## config.mk

```make
export PLATFORM = sky130hd
export DESIGN_NAME = bus_timer
export DESIGN_NICKNAME = d
export VERILOG_FILES = /design/src/rtl/bus_timer_pkg.sv /design/src/rtl/bus_timer_prescaler.sv /design/src/rtl/bus_timer.sv
export SDC_FILE = /design/constraint.sdc
export NUM_CORES = 1
export LEC_CHECK = 0
export BUFFER_PORTS_ARGS = -buffer_cell sky130_fd_sc_hd__buf_2
export CORE_MARGIN = 5
export CORE_UTILIZATION = 46
export CTS_CLUSTER_SIZE = 25
export DETAILED_ROUTE_END_ITERATION = 10
export PLACE_DENSITY = 0.73
export RECOVER_POWER = 100
export SYNTH_ARGS = -nofsm -noshare
export SYNTH_HDL_FRONTEND = slang
export SYNTH_HIERARCHICAL = 1
export SYNTH_SLANG_ARGS = --single-unit
export TNS_END_PERCENT = 30
```

## constraint.sdc

```tcl
create_clock -name clk_from_bridge -period 3.32 [get_ports clk_from_bridge]
set_input_delay 0.332 -clock clk_from_bridge [delete_from_list [all_inputs] [get_ports clk_from_bridge]]
set_output_delay 0.332 -clock clk_from_bridge [all_outputs]
set_load 0.005 [all_outputs]
```

## src/rtl/bus_timer_pkg.sv

```systemverilog
// Shared definitions for the memory-mapped timer: register word offsets,
// CTRL bit positions and the window base used by the Bridge decoder.
package timer_defs;

    localparam logic [31:0] TMR_BASE = 32'h4000_1000;

    // Word offsets (byte offset >> 2)
    localparam logic [2:0] TMR_CTRL     = 3'd0;
    localparam logic [2:0] TMR_PRESCALE = 3'd1;
    localparam logic [2:0] TMR_COUNT    = 3'd2;
    localparam logic [2:0] TMR_CMP      = 3'd3;
    localparam logic [2:0] TMR_STATUS   = 3'd4;

    localparam int EN_BIT = 0;
    localparam int AR_BIT = 1;
    localparam int IE_BIT = 2;

    typedef struct packed {
        logic        wr;
        logic [2:0]  idx;
        logic [31:0] data;
    } bus_req_t;

endpackage

```

## src/rtl/bus_timer_prescaler.sv

```systemverilog
// Prescaler for the bus timer: emits a one-cycle tick every PRESCALE+1
// enabled cycles and owns the prescale counter.
module timer_prescaler
    import timer_defs::*;
(
    input  logic        clk,
    input  logic        rst,
    input  logic        en,
    input  logic [31:0] prescale,
    input  logic        reload,
    output logic        tick
);

    logic [31:0] pcnt;

    // Tick compares against the pre-write PRESCALE; a concurrent PRESCALE
    // write still restarts the count from zero.
    assign tick = en && (pcnt == prescale);

    always_ff @(posedge clk) begin
        if (rst) begin
            pcnt <= 32'd0;
        end else if (reload || tick) begin
            pcnt <= 32'd0;
        end else if (en) begin
            pcnt <= pcnt + 32'd1;
        end
    end

endmodule

```

## src/rtl/bus_timer.sv

```systemverilog
// Memory-mapped timer responder: register file, 32-bit counter with
// compare/auto-reload, sticky MATCH flag and combinational read mux.
module bus_timer
    import timer_defs::*;
#(
    parameter logic [31:0] PRESCALE_RST = 32'd0,
    parameter logic [31:0] CMP_RST      = 32'hFFFF_FFFF
) (
    input  logic        clk_from_bridge,
    input  logic        rst_from_bridge,
    input  logic        sel_from_bridge,
    input  logic [4:0]  addr_from_bridge,
    input  logic        we_from_bridge,
    input  logic [31:0] wdata_from_bridge,
    output logic [31:0] rdata_to_bridge,
    output logic        irq_to_cpu
);

    logic [2:0]  ctrl;
    logic [31:0] prescale;
    logic [31:0] count;
    logic [31:0] cmp;
    logic        match;
    logic        tick;
    logic        hit;
    bus_req_t    req;
    logic        addr_unused;

    assign addr_unused = &addr_from_bridge[1:0];

    assign req.wr   = sel_from_bridge && we_from_bridge;
    assign req.idx  = addr_from_bridge[4:2];
    assign req.data = wdata_from_bridge;

    logic wr_ctrl, wr_prescale, wr_count, wr_cmp, wr_status;
    assign wr_ctrl     = req.wr && (req.idx == TMR_CTRL);
    assign wr_prescale = req.wr && (req.idx == TMR_PRESCALE);
    assign wr_count    = req.wr && (req.idx == TMR_COUNT);
    assign wr_cmp      = req.wr && (req.idx == TMR_CMP);
    assign wr_status   = req.wr && (req.idx == TMR_STATUS);

    timer_prescaler u_prescaler (
        .clk      (clk_from_bridge),
        .rst      (rst_from_bridge),
        .en       (ctrl[EN_BIT]),
        .prescale (prescale),
        .reload   (wr_prescale),
        .tick     (tick)
    );

    // Compare sees the pre-edge COUNT and CMP, so same-edge writes never
    // affect this cycle's match decision.
    assign hit = tick && (count == cmp);

    always_ff @(posedge clk_from_bridge) begin
        if (rst_from_bridge) begin
            ctrl     <= 3'd0;
            prescale <= PRESCALE_RST;
            count    <= 32'd0;
            cmp      <= CMP_RST;
            match    <= 1'b0;
        end else begin
            if (wr_ctrl)     ctrl     <= req.data[2:0];
            if (wr_prescale) prescale <= req.data;
            if (wr_cmp)      cmp      <= req.data;

            if (wr_count)
                count <= req.data;
            else if (hit && ctrl[AR_BIT])
                count <= 32'd0;
            else if (tick)
                count <= count + 32'd1;

            // Set beats a concurrent write-1-to-clear
            if (hit)
                match <= 1'b1;
            else if (wr_status && req.data[0])
                match <= 1'b0;
        end
    end

    always_comb begin
        rdata_to_bridge = 32'd0;
        if (sel_from_bridge) begin
            unique case (req.idx)
                TMR_CTRL:     rdata_to_bridge = {29'd0, ctrl};
                TMR_PRESCALE: rdata_to_bridge = prescale;
                TMR_COUNT:    rdata_to_bridge = count;
                TMR_CMP:      rdata_to_bridge = cmp;
                TMR_STATUS:   rdata_to_bridge = {31'd0, match};
                default:      rdata_to_bridge = 32'd0;
            endcase
        end
    end

    assign irq_to_cpu = match && ctrl[IE_BIT];

endmodule

```

-- Yosys cells after proc, flatten, opt, wreduce, memory -nomap -nowiden
Index checks and enable logic that the tools add are counted.
W data, S select, Z words.
- output and inout bits: 33
- bits of input ports: 41
- register bits after elaboration: 132
- word-level logic and storage cells: 37
- mux-type cells: 7
- reductions and logical operators: 16
- $add $sub $neg: 2
- equal/unequal tests: 6
- operator list (cell ; count):
    $pmux W32 S5 ; 1
    $mux W32 ; 4
    $add A32 B1 Y32 const B ; 2
    $eq A32 B32 Y1 ; 2
    $logic_and A1 B1 Y1 ; 11
    $eq A3 B2 Y1 const B ; 2
    $eq A3 B1 Y1 const B ; 1
    $eq A3 B3 Y1 const B ; 1
    $logic_not A3 Y1 ; 1
    $reduce_bool A3 Y1 ; 1
    $mux W1 ; 2
    $reduce_bool A2 Y1 ; 1
    $reduce_or A2 Y1 ; 1
    $logic_or A1 B1 Y1 ; 1

-- Depth between registers and ports, before layout
Gate-level depths: netlist of run 1.
- depth in word-level cells: 6
- depth in mapped cells: 13
- mapped depth without buffers: 11

-- Cells and area by module
The synthesis of run 1 kept the hierarchy.
- by module, submodules not included (module ; times used ; seq. area each (µm²) ; area each (µm²) ; cells an instance):
    bus_timer ; 1 ; 2001.9 ; 6087.1 ; 808
    timer_prescaler ; 1 ; 640.6 ; 2082.0 ; 239

-- Worst setup path before layout of run 1
Ideal clock, no wire load.
- kind: reg2reg
- start point: reg u_prescaler.pcnt[24]
- end point: reg count[25]
- data arrival time: 3183 ps
- cell stages (with the launch flop): 13
- buffers on the path: 2
- data required time: 3189 ps
- slack: 6 ps
- setup time: 131 ps
- period minus slack after synthesis: 3314 ps
- path through: dfxtp_1 -> clkbuf_1 -> xnor2_1 -> nand4_1 -> or3_1 -> a2111oi_0 -> inv_1 -> a2111oi_0 -> and4_1 -> nand4_2 -> buf_4 -> a221oi_2 -> nor3_1
- word-level cells in the longest chain between the ends: 6
- elaborated cells on any way between the ends: 7
- classes of those cells: eq/ne: 1; mux: 2; reduce/logical: 4
- RTL lines (item ; line ; text):
    from (decl) ; bus_timer_prescaler.sv:14 ; logic [31:0] pcnt;
    from (signal assigned) ; bus_timer_prescaler.sv:26 ; pcnt <= pcnt + 32'd1;
    $eq A32 B32 Y1 * ; bus_timer_prescaler.sv:18 ; assign tick = en && (pcnt == prescale);
    $logic_and A1 B1 Y1 * ; bus_timer_prescaler.sv:18 ;
    net tick ; bus_timer.sv:24 ; logic tick;
    $logic_and A1 B1 Y1 ; bus_timer.sv:53 ; assign hit = tick && (count == cmp);
    $logic_and A1 B1 Y1 ; bus_timer.sv:69 ; else if (hit && ctrl[AR_BIT])
    $mux W32 ; bus_timer.sv:69 ;
    $mux W32 ; bus_timer.sv:67 ; if (wr_count)
    to (signal assigned) ; bus_timer.sv:68 ; count <= req.data;
    to (signal assigned) ; bus_timer.sv:72 ; count <= count + 32'd1;
    to (decl) ; bus_timer.sv:21 ; logic [31:0] count;
Mark *: on every way through the listed nets, which the timed path passes. The rest lies on a longest branch.
A chain may end at the register's enable or synchronous reset.

-- Worst setup path in the final report of run 1
- start point: in addr_from_bridge[2]
- end point: reg cmp[26]
- word-level cells in the longest chain between the ends: 2
- RTL lines (item ; line ; text):
    from (decl) ; bus_timer.sv:12 ; input logic [4:0] addr_from_bridge,
    $eq A3 B2 Y1 ; bus_timer.sv:39 ; assign wr_cmp = req.wr && (req.idx == TMR_CMP);
    $logic_and A1 B1 Y1 ; bus_timer.sv:39 ;
    to (signal assigned) ; bus_timer.sv:65 ; if (wr_cmp) cmp <= req.data;
    to (decl) ; bus_timer.sv:22 ; logic [31:0] cmp;
Every way passes these cells.

==> metrics.yaml, run 1 <==
sta:
  finalSetupViolCount: 0
  fin_crit_sh_pct: 96.66
  fin_crit_ps: 3209
  tns_ps: 0
  hold_viol: 0
  worst_slack_ps: 110.9
  relSlewSlack_pct: -30.21
  slew_viol_final: 71
  max_freq_mhz: 311.6
  worst_pin_slew_ps: 1953
  fin_skew_ps: 8.678
worst_setup_path:
  reg2reg_depth: 13
  critPathRequiredTime_ps: 3630
  crit_type: "in2reg"
  r2r_end: "count[16]"
  cp.arrival_ps: 3520
  crit_fanout: 37
  end_kind: "flip-flop"
  rrSetupSlack_ps: 110
  r2r-start: "u_prescaler/pcnt[17]"
  crit_path_start_kind: "input port"
clocking:
  numCtsBuffers: 17
  cts_tree: "done"
  clk_pin_slew_ps: 60
  htree_levels: 4
  clk_latency_ps: 430
  cts_sinks: 132
  root_buffer: "clkbuf_16"
  cts_buffer_depth: 2
global_route:
  gr-total-overflow: 0
  grt_max_degree: 49
  grt_pass1_wl_mm: 40.39
  grt_use_total_pct: 24.88
  grt_pass1_vias: 7390
  grt_antenna_before_repair: 0
placed_design:
  pre_cts_ws_ps: 125.3
  place_congestion: 0.9019
  dpl_cell_area_um2: 8672
  dpl.hpwl_mm: 17.78
  port_buffers: 71
floorplan:
  die-area_um2: 20520
  core_area_um2: 17360
  num_rows: 48
  io_pins: 74
  initial_utilization_pct: 47.07
  chipHeight_um: 143.3
  dieWidth_um: 143.3
power_and_ir_drop:
  intPower_mw: 3.142
  swShare_pct: 26.68
  max-vdd-ir-drop_uv: 383.3
  pwr-share-clk_pct: 46.4
  seq_power_share_pct: 42.4
  power_mw: 4.285
  p_per_area_nw_per_um2: 455.2
  p_leak_nw: 3.520
  p_comb_share_pct: 11.3
  switchingPower_mw: 1.143
outcome:
  status: "finished, violations left"
  violations: "capacitance limit, slew limit"
worst_hold_path:
  hold-path-endpoint: "cmp[12]"
  hold_class: "in2reg"
  hold-path-cell-count: 3
  worstHoldStart: "wdata_from_bridge[12]"
flow_run:
  cap_violations: 2
synth:
  synthCells: 1047
  async_flop_share_pct: 0
  ys_ff_latch: 132
  yosysWarnings: 6
  syn-num-nets: 1090
  synth_flop_cell: "dfxtp_1"
  netlist_area_um2: 8169
  yosysSeqAreaShare_pct: 32.35
  avgSynthCellArea_um2: 7.802
  synth-edff-count: 0
  yosysUniqueCellTypes: 64
cells_and_area:
  stdcell_area_um2: 9412
  post-route-util_pct: 54.22
  n_antenna_cell: 0
  most-common-layout-cells: "137 x nand2_1, 114 x nor2_1, 107 x dfxtp_1, 51 x xnor2_1, 49 x a21oi_1"
  fillers: 1603
  nets: 1126
  drive_gt1_share_pct: 18.34
  areaGrowthSynthToFinish_pct: 15.21
  final_common_cell: "nand2_1"
detailed_routing:
  via_count: 8216
  drc_errors: 0
  antenna_left: 0
  wl_per_cell_um: 19.87
  avgViaCountPerCell: 6.220
  wirelength_mm: 26.24
  dr.pass1.iters: 5
  drtIter0Drc: 972
## per-layer routing
metal,up-vias,routed length [µm],part of all wire [%],GRT usage [%]
met5,-,0,0,0
met4,0,1105,4.2,9.911
met3,95,2027,7.7,4.086
met2,393,12230,47,40.26
met1,3936,10880,41,33.21
li1,3792,-,-,-
## worst max-delay path by stage
stage	from	end	slack, ps	cells after the start
after floorplan	u_prescaler/pcnt[24]	count[25]	6	12
after global placement	u_prescaler/pcnt[25]	count[14]	180	12
after detailed placement	u_prescaler/pcnt[7]	count[14]	130	12
after CTS	u_prescaler/pcnt[7]	count[14]	100	12
after global routing	u_prescaler/pcnt[17]	count[16]	-3	13
final	addr_from_bridge[2]	cmp[26]	110	5
## layout make-up
class	count	area (µm²)	share of cell area, %
Tap cell	225	281.5	2.991
Sequential cell	132	2676	28.44
Clock buffer	21	450.4	4.786
Multi-Input combinational cell	801	5169	54.92
Clock inverter	11	157.7	1.675
Timing Repair Buffer	105	579.3	6.155
Inverter	26	97.59	1.037
## kinds of logic (layout without fill, tap and decap cells)
kind of cell | count (synthesis) | in the layout | synth area share, %
simple gates | 516 | 516 | 34.02
fa+ha+maj | 2 | 2 | 0.3063
mux | 39 | 39 | 5.575
compound gates | 155 | 155 | 12.33
buf+inv | 114 | 163 | 5.881
flops | 132 | 132 | 32.35
xor+xnor | 89 | 89 | 9.542
## synthesized netlist by cell type (all sizes together), types with 4 or more instances
| library cell | instances | area (µm²) |
|---|---|---|
| inv | 26 | 97.59 |
| a211o | 11 | 96.34 |
| nor2b | 26 | 162.7 |
| a221oi | 4 | 47.55 |
| and4 | 6 | 52.55 |
| and3 | 19 | 118.9 |
| nand4 | 51 | 355.3 |
| o211ai | 6 | 45.04 |
| mux2i | 5 | 50.05 |
| buf | 36 | 186.4 |
| o21ai | 32 | 160.2 |
| clkbuf | 52 | 196.4 |
| nor3b | 4 | 30.03 |
| mux2 | 32 | 360.4 |
| nor3 | 21 | 141.4 |
| dfxtp | 132 | 2643 |
| and2 | 7 | 43.79 |
| xnor2 | 63 | 551.8 |
| a21oi | 49 | 245.2 |
| a22oi | 30 | 225.2 |
| nand2 | 137 | 514.2 |
| nor4 | 47 | 380.4 |
| xor2 | 26 | 227.7 |
| nand3 | 44 | 237.7 |
| nand3b | 21 | 157.7 |
| nand4b | 6 | 52.55 |
| nor2 | 114 | 427.9 |
## flip-flops by register name, summed over array words and instances (netlist names)
name / flops
match: 1
count: 32
ctrl: 3
prescale: 32
cmp: 32
u_prescaler/pcnt: 32
## per-stage QoR
step	hold WS, ps	instances
2_1_floorplan	449.8	1047
3_3_place_gp	468.4	1283
3_5_place_dp	474.9	1283
4_1_cts	144.5	1315
5_1_grt	162.6	1321
6_report	156.1	1321
## critical path, cell delays in order
cell      delay, ps
clkbuf_1        160
clkbuf_1       1430
nand4_1         630
buf_2           540
a211o_1         390
## power by group through the flow
stage | Combinational, mW | Clock, mW | Sequential (mW)
CTS | 0.478 | 1.99 | 1.81
detailed placement | 0.475 | 0 | 1.84
finish | 0.483 | 1.99 | 1.82
floorplan | 0.410 | 0 | 1.74
global route | 0.530 | 2.07 | 1.83
global placement | 0.467 | 0 | 1.84
## timing repair
action                                  CTS  global route
hold buffers                              0             0
setup buffers                             0             4
gates resized for setup                   0            46
endpoints found under the setup margin    0            17
Power figures use the tool's default switching activity.
==> inputs of run 2 (changes only) <==
Settings changed: CORE_UTILIZATION 46 to 40, PLACE_DENSITY 0.73 to 0.66.
==> metrics.yaml, run 2 (synthesis gave the netlist of run 1 again) <==
power_and_ir_drop:
  p_leak_nw: 3.488  # was 3.520 nW
  p_per_area_nw_per_um2: 462.7  # was 455.2 nW/µm²
  power_mw: 4.299  # was 4.285 mW
  max-vdd-ir-drop_uv: 383.9  # was 383.3 µV
placed_design:
  place_congestion: 0.8869  # was 0.9019
  port_buffers: 71  # unchanged
  dp.cells: 1332  # was 1283
  dpl.hpwl_mm: 18.14  # was 17.78 mm
detailed_routing:
  drtIter0Drc: 739  # was 972
  via_count: 7866  # was 8216
  avgViaCountPerCell: 5.771  # was 6.220
  wirelength_mm: 25.90  # was 26.24 mm
  drc_errors: 0  # unchanged
  dr.pass1.iters: 5  # unchanged
  wl_per_cell_um: 19.00  # was 19.87 µm
  antenna_left: 0  # unchanged
sta:
  finalSetupViolCount: 0  # unchanged
  hold_ws_ps: 145.7  # was 156.1 ps
  fin_skew_ps: 7.358  # was 8.678 ps
  max_freq_mhz: 324.2  # was 311.6 MHz
  slew_viol_final: 40  # was 71
  worst_pin_slew_ps: 2004  # was 1953 ps
  fin_crit_ps: 3085  # was 3209 ps
  relSlewSlack_pct: -33.60  # was -30.21%
  fin_crit_sh_pct: 92.91  # was 96.66%
  tns_ps: 0  # unchanged
  hold_viol: 0  # unchanged
global_route:
  grt_pass1_wl_mm: 40.92  # was 40.39 mm
  grt_pass1_vias: 7225  # was 7390
  grt_max_degree: 72  # was 49
  grt_antenna_before_repair: 0  # unchanged
  grt_use_total_pct: 21.62  # was 24.88%
  gr-total-overflow: 0  # unchanged
worst_setup_path:
  path_cells: "xnor2_1 -> nand4_1 -> nor4_1 -> nand4_1 -> a2111oi_4 -> inv_1 -> a2111oi_1 -> and4_1 -> nand4_2 -> buf_12 -> a221oi_1 -> nor3_1"  # was clkbuf_1 -> clkbuf_1 -> nand4_1 -> buf_2 -> a211o_1
  crit_type: "reg2reg"  # was in2reg
  cp.arrival_ps: 3380  # was 3520 ps
  crit_fanout: 42  # was 37
  slowest_delay_ps: 380  # was 1430 ps
  cpLargestDelayFamily: "simple AND/OR/NAND/NOR gates"  # was buffers and inverters
  crit_path_start_kind: "flip-flop"  # was input port
  critPathRequiredTime_ps: 3620  # was 3630 ps
  critical_path.most_common_cell: "nand4_1"  # was clkbuf_1
  path_buf_inv: 2  # was 3
  crit_slowest_cell: "xnor2_1"  # was clkbuf_1
  end_kind: "flip-flop"  # unchanged
cells_and_area:
  final_common_cell: "nand2_1"  # unchanged
  most-common-layout-cells: "137 x nand2_1, 131 x dfxtp_1, 114 x nor2_1, 62 x xnor2_1, 49 x a21oi_1"  # was 137 x nand2_1, 114 x nor2_1, 107 x dfxtp_1, 51 x xnor2_1, 49 x a21oi_1
  drive_gt1_share_pct: 14.27  # was 18.34%
  post-route-util_pct: 46.06  # was 54.22%
  fin_cells: 1363  # was 1321
  n_antenna_cell: 0  # unchanged
  areaGrowthSynthToFinish_pct: 13.72  # was 15.21%
  nets: 1124  # was 1126
clocking:
  clk_pin_slew_ps: 60  # about the same
  cts_buffer_depth: 2  # unchanged
  cts_post_setup_buffers_inserted: 0  # unchanged
  cts_tree: "done"  # unchanged
  cts_resized: 0  # unchanged
  postCtsHoldBufs: 0  # unchanged
  htree_levels: 4  # unchanged
  root_buffer: "clkbuf_16"  # unchanged
  numCtsBuffers: 17  # unchanged
  cts_sinks: 132  # unchanged
  clk_latency_ps: 430  # about the same
floorplan:
  num_rows: 52  # was 48
  initial_utilization_pct: 40.50  # was 47.07%
  core_area_um2: 20170  # was 17360 µm²
  chipHeight_um: 152.9  # was 143.3 µm
  die-area_um2: 23380  # was 20520 µm²
  dieWidth_um: 152.9  # was 143.3 µm
  io_pins: 74  # unchanged
outcome:
  status: "finished, violations left"  # unchanged
  violations: "capacitance limit, slew limit"  # unchanged
worst_hold_path:
  hold_class: "in2reg"  # unchanged
flow_run:
  cap_violations: 1  # was 2
## run 2: cell types whose count changed in the layout (fill, tap and decap cells not counted), moves of 2 or more
cell      delta
clkinv_2     -2
buf_2        +2
xnor2_2     -11
dfxtp_2     -23
dfxtp_1     +24
nor3_2       -5
clkbuf_2     -3
xnor2_1     +11
buf_4        +2
nor3_1       +5
## run 2: path summary, 6_finish.rpt
check | start | to | slack (ps) | cells past startpoint
setup / recovery | u_prescaler/pcnt[0] | count[14] | 240 | 12
hold / removal | wdata_from_bridge[11] | cmp[11] | 150 | 3
setup reg to reg | u_prescaler/pcnt[0] | count[14] | 240 | 12
hold reg to reg | match | match | 490 | 2
## run 2: final cells by class
| type | count | area, µm² |
|---|---|---|
| clock inverters | 10 | 155.1 |
| multi-input cells | 801 | 5029 |
| well taps | 270 | 337.8 |
| fillers | 2022 | 10880 |
| flip-flops and latches | 132 | 2644 |
| inverters | 26 | 97.59 |
| clock buffers | 21 | 460.4 |
| repair buffers | 103 | 566.8 |
## run 2: report_power, final
part	internal, mW	switching, mW
clock network	1.29	0.723
logic	0.214	0.264
registers	1.66	0.154
total	3.16	1.14
## run 2: worst register-to-register path: stages (launching register included)
cell	delay [ps]
dfxtp_1	370
xnor2_1	390
nand4_1	150
nor4_1	210
nand4_1	180
a2111oi_4	250
inv_1	90
a2111oi_1	340
and4_1	280
nand4_2	140
buf_12	220
a221oi_1	270
nor3_1	80
## run 2: metal layers
layer | wire, µm | global-route usage [%]
met4 | 686 | 7.213
met5 | 0 | 0
met3 | 1748 | 3.817
met2 | 12180 | 34.96
met1 | 11280 | 29.30
## run 2: metrics by stage
step                setup slack (ps)  cell area, µm²
floorplan                      5.925            8169
global placement               155.9            8758
detailed placement             178.8            8758
CTS                            165.0            9374
global route                  -6.932            9290
finish                         235.4            9290
